[config.mk]
export PLATFORM = sky130hd
export DESIGN_NAME = pwm_duty_sequencer
export DESIGN_NICKNAME = d
export VERILOG_FILES = /design/src/rtl/pwm_duty_sequencer.sv
export SDC_FILE = /design/constraint.sdc
export NUM_CORES = 1
export LEC_CHECK = 0
export CORE_MARGIN = 2
export CORE_UTILIZATION = 45
export DETAILED_ROUTE_END_ITERATION = 7
export PLACE_DENSITY = 0.66
export SLEW_MARGIN = 10
export SYNTH_ARGS = -nofsm -noshare
export SYNTH_HDL_FRONTEND = slang
export SYNTH_SLANG_ARGS = --single-unit
[constraint.sdc]
create_clock -name clk -period 2.89 [get_ports clk]
set_clock_uncertainty 0.1 [all_clocks]
set_input_delay 0.578 -clock clk [delete_from_list [all_inputs] [get_ports clk]]
set_output_delay 0.578 -clock clk [all_outputs]
set_load 0.02 [all_outputs]
[src/rtl/pwm_duty_sequencer.sv]
// Duty-cycle sequencer for one 4-bit PWM channel: immediate set, linear ramp,
// or continuous triangle "breathe" between 0 and a peak, paced by a tick counter.
module pwm_duty_sequencer #(
    parameter int unsigned DUTY_W = 4,
    parameter int unsigned RATE_W = 16
) (
    input  logic              clk,
    input  logic              reset,
    input  logic              cmd_valid,
    output logic              cmd_ready,
    input  logic [1:0]        cmd_mode,
    input  logic [DUTY_W-1:0] cmd_target,
    input  logic [RATE_W-1:0] cmd_rate,
    input  logic              abort,
    output logic [DUTY_W-1:0] duty,
    output logic              busy,
    output logic              done,
    output logic              wrap
);

    localparam int unsigned MODE_W = 2;

    typedef enum logic [MODE_W-1:0] {
        MODE_SET     = 2'b00,
        MODE_RAMP    = 2'b01,
        MODE_BREATHE = 2'b10,
        MODE_STOP    = 2'b11
    } mode_e;

    typedef enum logic [1:0] {
        S_IDLE    = 2'd0,
        S_RAMP    = 2'd1,
        S_BRE_UP  = 2'd2,
        S_BRE_DN  = 2'd3
    } state_e;

    state_e              state_q, state_d;
    logic [DUTY_W-1:0]   duty_q, duty_d;
    logic [DUTY_W-1:0]   target_q, target_d;
    logic [RATE_W-1:0]   rate_q, rate_d;
    logic [RATE_W-1:0]   tcnt_q, tcnt_d;
    logic                busy_q, busy_d;
    logic                done_q, done_d;
    logic                wrap_q, wrap_d;

    logic                tick_c;
    logic                accept_c;
    logic [DUTY_W-1:0]   duty_inc_c;
    logic [DUTY_W-1:0]   duty_dec_c;
    mode_e               mode_c;

    // Ready is the only combinational output: blocked while ramping or aborting.
    assign cmd_ready  = (state_q != S_RAMP) && !abort;
    assign accept_c   = cmd_valid && cmd_ready;
    assign tick_c     = (tcnt_q == rate_q);
    assign duty_inc_c = duty_q + DUTY_W'(1);
    assign duty_dec_c = duty_q - DUTY_W'(1);
    assign mode_c     = mode_e'(cmd_mode);

    always_comb begin
        state_d  = state_q;
        duty_d   = duty_q;
        target_d = target_q;
        rate_d   = rate_q;
        tcnt_d   = tcnt_q;
        done_d   = 1'b0;
        wrap_d   = 1'b0;

        if (state_q != S_IDLE) begin
            tcnt_d = tick_c ? '0 : tcnt_q + RATE_W'(1);
        end

        // Stepping toward the target; steps only ever move toward a bound, so no wrap.
        case (state_q)
            S_RAMP: begin
                if (tick_c) begin
                    if (duty_q < target_q) begin
                        duty_d = duty_inc_c;
                        if (duty_inc_c == target_q) begin
                            state_d = S_IDLE;
                            done_d  = 1'b1;
                        end
                    end else if (duty_q > target_q) begin
                        duty_d = duty_dec_c;
                        if (duty_dec_c == target_q) begin
                            state_d = S_IDLE;
                            done_d  = 1'b1;
                        end
                    end else begin
                        state_d = S_IDLE;
                        done_d  = 1'b1;
                    end
                end
            end
            S_BRE_UP: begin
                if (tick_c) begin
                    if (duty_q >= target_q) begin
                        state_d = S_BRE_DN;
                    end else begin
                        duty_d = duty_inc_c;
                        if (duty_inc_c == target_q) begin
                            state_d = S_BRE_DN;
                        end
                    end
                end
            end
            S_BRE_DN: begin
                if (tick_c) begin
                    if (duty_q == '0) begin
                        state_d = S_BRE_UP;
                    end else begin
                        duty_d = duty_dec_c;
                        if (duty_dec_c == '0) begin
                            state_d = S_BRE_UP;
                            wrap_d  = 1'b1;
                        end
                    end
                end
            end
            default: ;
        endcase

        // A new command overrides any step in progress, including breathing.
        if (accept_c) begin
            target_d = cmd_target;
            rate_d   = cmd_rate;
            tcnt_d   = '0;
            wrap_d   = 1'b0;
            done_d   = 1'b0;
            case (mode_c)
                MODE_SET: begin
                    duty_d  = cmd_target;
                    state_d = S_IDLE;
                    done_d  = 1'b1;
                end
                MODE_RAMP: begin
                    if (duty_q == cmd_target) begin
                        state_d = S_IDLE;
                        done_d  = 1'b1;
                    end else begin
                        state_d = S_RAMP;
                    end
                end
                MODE_BREATHE: begin
                    if (cmd_target == '0) begin
                        duty_d  = '0;
                        state_d = S_IDLE;
                    end else if (duty_q > cmd_target) begin
                        state_d = S_BRE_DN;
                    end else begin
                        state_d = S_BRE_UP;
                    end
                end
                default: begin
                    duty_d  = '0;
                    state_d = S_IDLE;
                    done_d  = 1'b1;
                end
            endcase
        end

        if (abort) begin
            state_d = S_IDLE;
            duty_d  = '0;
            tcnt_d  = '0;
            done_d  = 1'b0;
            wrap_d  = 1'b0;
        end

        busy_d = (state_d != S_IDLE);
    end

    always_ff @(posedge clk or negedge reset) begin
        if (!reset) begin
            state_q  <= S_IDLE;
            duty_q   <= '0;
            target_q <= '0;
            rate_q   <= '0;
            tcnt_q   <= '0;
            busy_q   <= 1'b0;
            done_q   <= 1'b0;
            wrap_q   <= 1'b0;
        end else begin
            state_q  <= state_d;
            duty_q   <= duty_d;
            target_q <= target_d;
            rate_q   <= rate_d;
            tcnt_q   <= tcnt_d;
            busy_q   <= busy_d;
            done_q   <= done_d;
            wrap_q   <= wrap_d;
        end
    end

    assign duty = duty_q;
    assign busy = busy_q;
    assign done = done_q;
    assign wrap = wrap_q;

endmodule

==> flow_summary.yaml <==
logic_synthesis:
  synth_area_per_cell_um2: 8.28
  synth_ff_type: "dfrtp_1"
  synth_cell_types: 46
  syn_nets: 401
  synthCells: 359
  synth_edf_count: 0
  yosysSeqAreaShare_pct: 37.9
  syn-cell-area_mm2: 0.00297
  async_flop_share_pct: 100
  ys_seq_elements: 45
  synth-warning-count: 0
placement:
  placedCellCount: 473
  routabilityCongestion: 0.947
  dp_hpwl_mm: 5.63
  numPortBuffers: 33
clock_network:
  cts-resized-gates: 0
  clkSinkCount: 45
  root_buffer: "clkbuf_8"
  cts_tree: "done"
  insertion_delay_ns: 0.30
  cts_hold_buf: 0
  numCtsBuffers: 5
  cts_setup_buffers: 0
  path_clk_slew_ns: 0.09
  cts.path.max_buffers: 2
  htree_levels: 2
power_and_ir_drop:
  vdd_drop_max_mv: 0.254
  clkPwrFrac_pct: 22.2
  p_sw_uw: 648
  leakagePower_nw: 1.64
  total_power_mw: 1.81
  pwr_density_cell_mw_per_mm2: 511
  pwr-share-comb_pct: 34.6
  p_seq_share_pct: 43.2
  power.internal_mw: 1.16
  swShare_pct: 35.8
cells_and_area:
  layout_common_cells: "nand2_1, dfrtp_1, nor2_1"
  utilization_pct: 55.6
  nFillCells: 611
  layout-drive-gt1-share_pct: 7.44
  mostFrequentLayoutCell: "nand2_1"
  antenna_cells: 0
  final_cells: 480
  final_nets: 445
  area.growth.synth_to_final_pct: 19.4
critical_path:
  critPathKind: "reg2reg"
  crit_path_start_kind: "flop"
  crit_required_ns: 2.97
  critPathLaunch: "duty[1]$_DFF_PN0_"
  worstReg2RegStart: "duty[1]$_DFF_PN0_"
  critPathMaxFanout: 7
  max_stage_delay_ns: 0.45
  path_cells: "inv_1 -> ha_1 -> xnor2_1 -> nor3b_1 -> a211oi_2 -> nand2_1 -> a221o_1 -> o22ai_1 -> a21oi_1"
  crit_buf_inv: 1
  critical_path.top_delay_family: "compound AO/OA/AOI/OAI gates"
  crit_slowest_cell: "dfrtp_1"
  arrival_ns: 2.72
  worstSetupEndpointType: "flop"
global_routing:
  grt_max_degree: 27
  grt_pass1_wl_mm: 12.5
  grt_overflow_total: 0
  grt_pass1_vias: 2572
  grt_antenna_before_repair: 0
  grt_usage_pct: 21.6
routing:
  wirelength_mm: 7.26
  drc: 0
  via_count: 2591
  antenna_left: 0
  wire_per_inst_um: 15.1
  drt-initial-drc-count: 74
  vias_per_cell: 5.40
  drtPass1Iterations: 4
die:
  chipHeight_um: 85.3
  ioPinCount: 34
  core_mm2: 0.00639
  dieWidth_um: 85.3
  fp.dieArea_mm2: 0.00727
  rows: 29
  initial_core_util_pct: 46.5
timing:
  finalCriticalPeriod_ns: 2.64
  fmax_mhz: 379
  holdWs_ns: 0.127
  finalMaxSlewViolations: 0
  tns_ns: 0
  tightest_slew_ns: 0.680
  max_slew_margin_pct: 54.1
  finalCritPeriodShare_pct: 91.3
  final_hold_viol_count: 0
  setup_viol: 0
  rsz0062_at_grt: "false"
min_path:
  min_path_type: "in2async"
run:
  drv_cap: 0
run_status:
  outcome: "finished clean"
per-layer routing:
layer	track usage [%]	vias up	wire, um
li1	-	1312	-
met1	29.1	1196	3230
met2	35.9	70	3560
met3	2.14	13	287
met4	8.51	0	186
met5	0	-	0
logic make-up after synthesis:
kind of cell             Yosys count  synth area share (%)
adder cells (fa/ha/maj)           16                  6.74
flip-flops                        45                  37.9
AND/OR/NAND/NOR                  167                  25.1
XOR/XNOR                          38                  11.7
AO/OA/AOI/OAI                     62                  13.7
buffers and inverters             28                  3.75
multiplexers                       3                  1.05
cells in the mapped netlist, drive strengths merged (2+ instances only):
cell,n,share of area (%)
a211o,3,0.88
nor4,6,1.3
and3,2,0.42
buf,5,0.84
nand4,5,1.1
or3,4,0.84
a21oi,19,3.2
xnor2,9,2.7
nand2,75,9.5
nand3,14,2.4
nor2,38,4.8
o21ai,16,2.7
ha,16,6.7
a221o,2,0.67
clkbuf,6,0.76
mux2i,2,0.67
xor2,28,8.3
nor2b,3,0.63
nand2b,2,0.42
nor3b,3,0.76
o211ai,4,1.2
a22oi,2,0.51
a21o,2,0.51
or4,2,0.51
nor3,9,1.5
dfrtp,45,38
o21a,2,0.51
a221oi,2,0.59
inv,17,2.1
final cells by class:
| class | count | area, um2 | share of cell area (%) |
|---|---|---|---|
| Tap cell | 77 | 96.3 | 2.72 |
| Clock buffer | 6 | 82.6 | 2.33 |
| Clock inverter | 1 | 7.51 | 0.212 |
| Sequential cell | 45 | 1130 | 31.7 |
| Multi-Input combinational cell | 286 | 1730 | 48.9 |
| Inverter | 17 | 63.8 | 1.80 |
| Timing Repair Buffer | 48 | 438 | 12.3 |
stage by stage:
step           instance area (um2)  setup WS, ns
2_1_floorplan                 2970         0.407
5_1_grt                       3550         0.131
4_1_cts                       3550         0.284
6_report                      3550         0.253
3_5_place_dp                  3460         0.231
3_3_place_gp                  3460         0.264
worst reg2reg max path: cells and delay by family (launching register included):
family	cells	cell delay (ns)
adder cells (fa/ha/maj)	1	0.40
flip-flops	1	0.45
XOR/XNOR	1	0.19
AO/OA/AOI/OAI	4	0.98
buffers and inverters	1	0.14
AND/OR/NAND/NOR	2	0.27
final timing paths:
check / endpoint / slack, ns / cells after the start
setup reg to reg: busy$_DFF_PN0_ / 0.25 / 9
hold reg to reg: rate_q[8]$_DFFE_PN0P_ / 0.40 / 2
setup / recovery: busy$_DFF_PN0_ / 0.25 / 9
hold / removal: target_q[1]$_DFFE_PN0P_ / 0.13 / 1
max in group asynchronous: tcnt_q[7]$_DFFE_PN0P_ / 1.83 / 2
min in group clk: rate_q[8]$_DFFE_PN0P_ / 0.40 / 2
state kept, by name (all words and copies together) (netlist names):
name      flops
rate_q       16
tcnt_q       16
duty          4
target_q      4
state_q       2
busy          1
done          1
wrap          1
power groups by stage:
| stage | logic, mW | registers (mW) | clock network [mW] |
|---|---|---|---|
| after detailed placement | 0.624 | 0.797 | 0 |
| after CTS | 0.627 | 0.784 | 0.413 |
| after floorplan | 0.411 | 0.784 | 0 |
| after global routing | 0.707 | 0.794 | 0.444 |
| final | 0.626 | 0.783 | 0.403 |
| after global placement | 0.619 | 0.796 | 0 |
No activity file was read; power rests on OpenSTA's default activity.
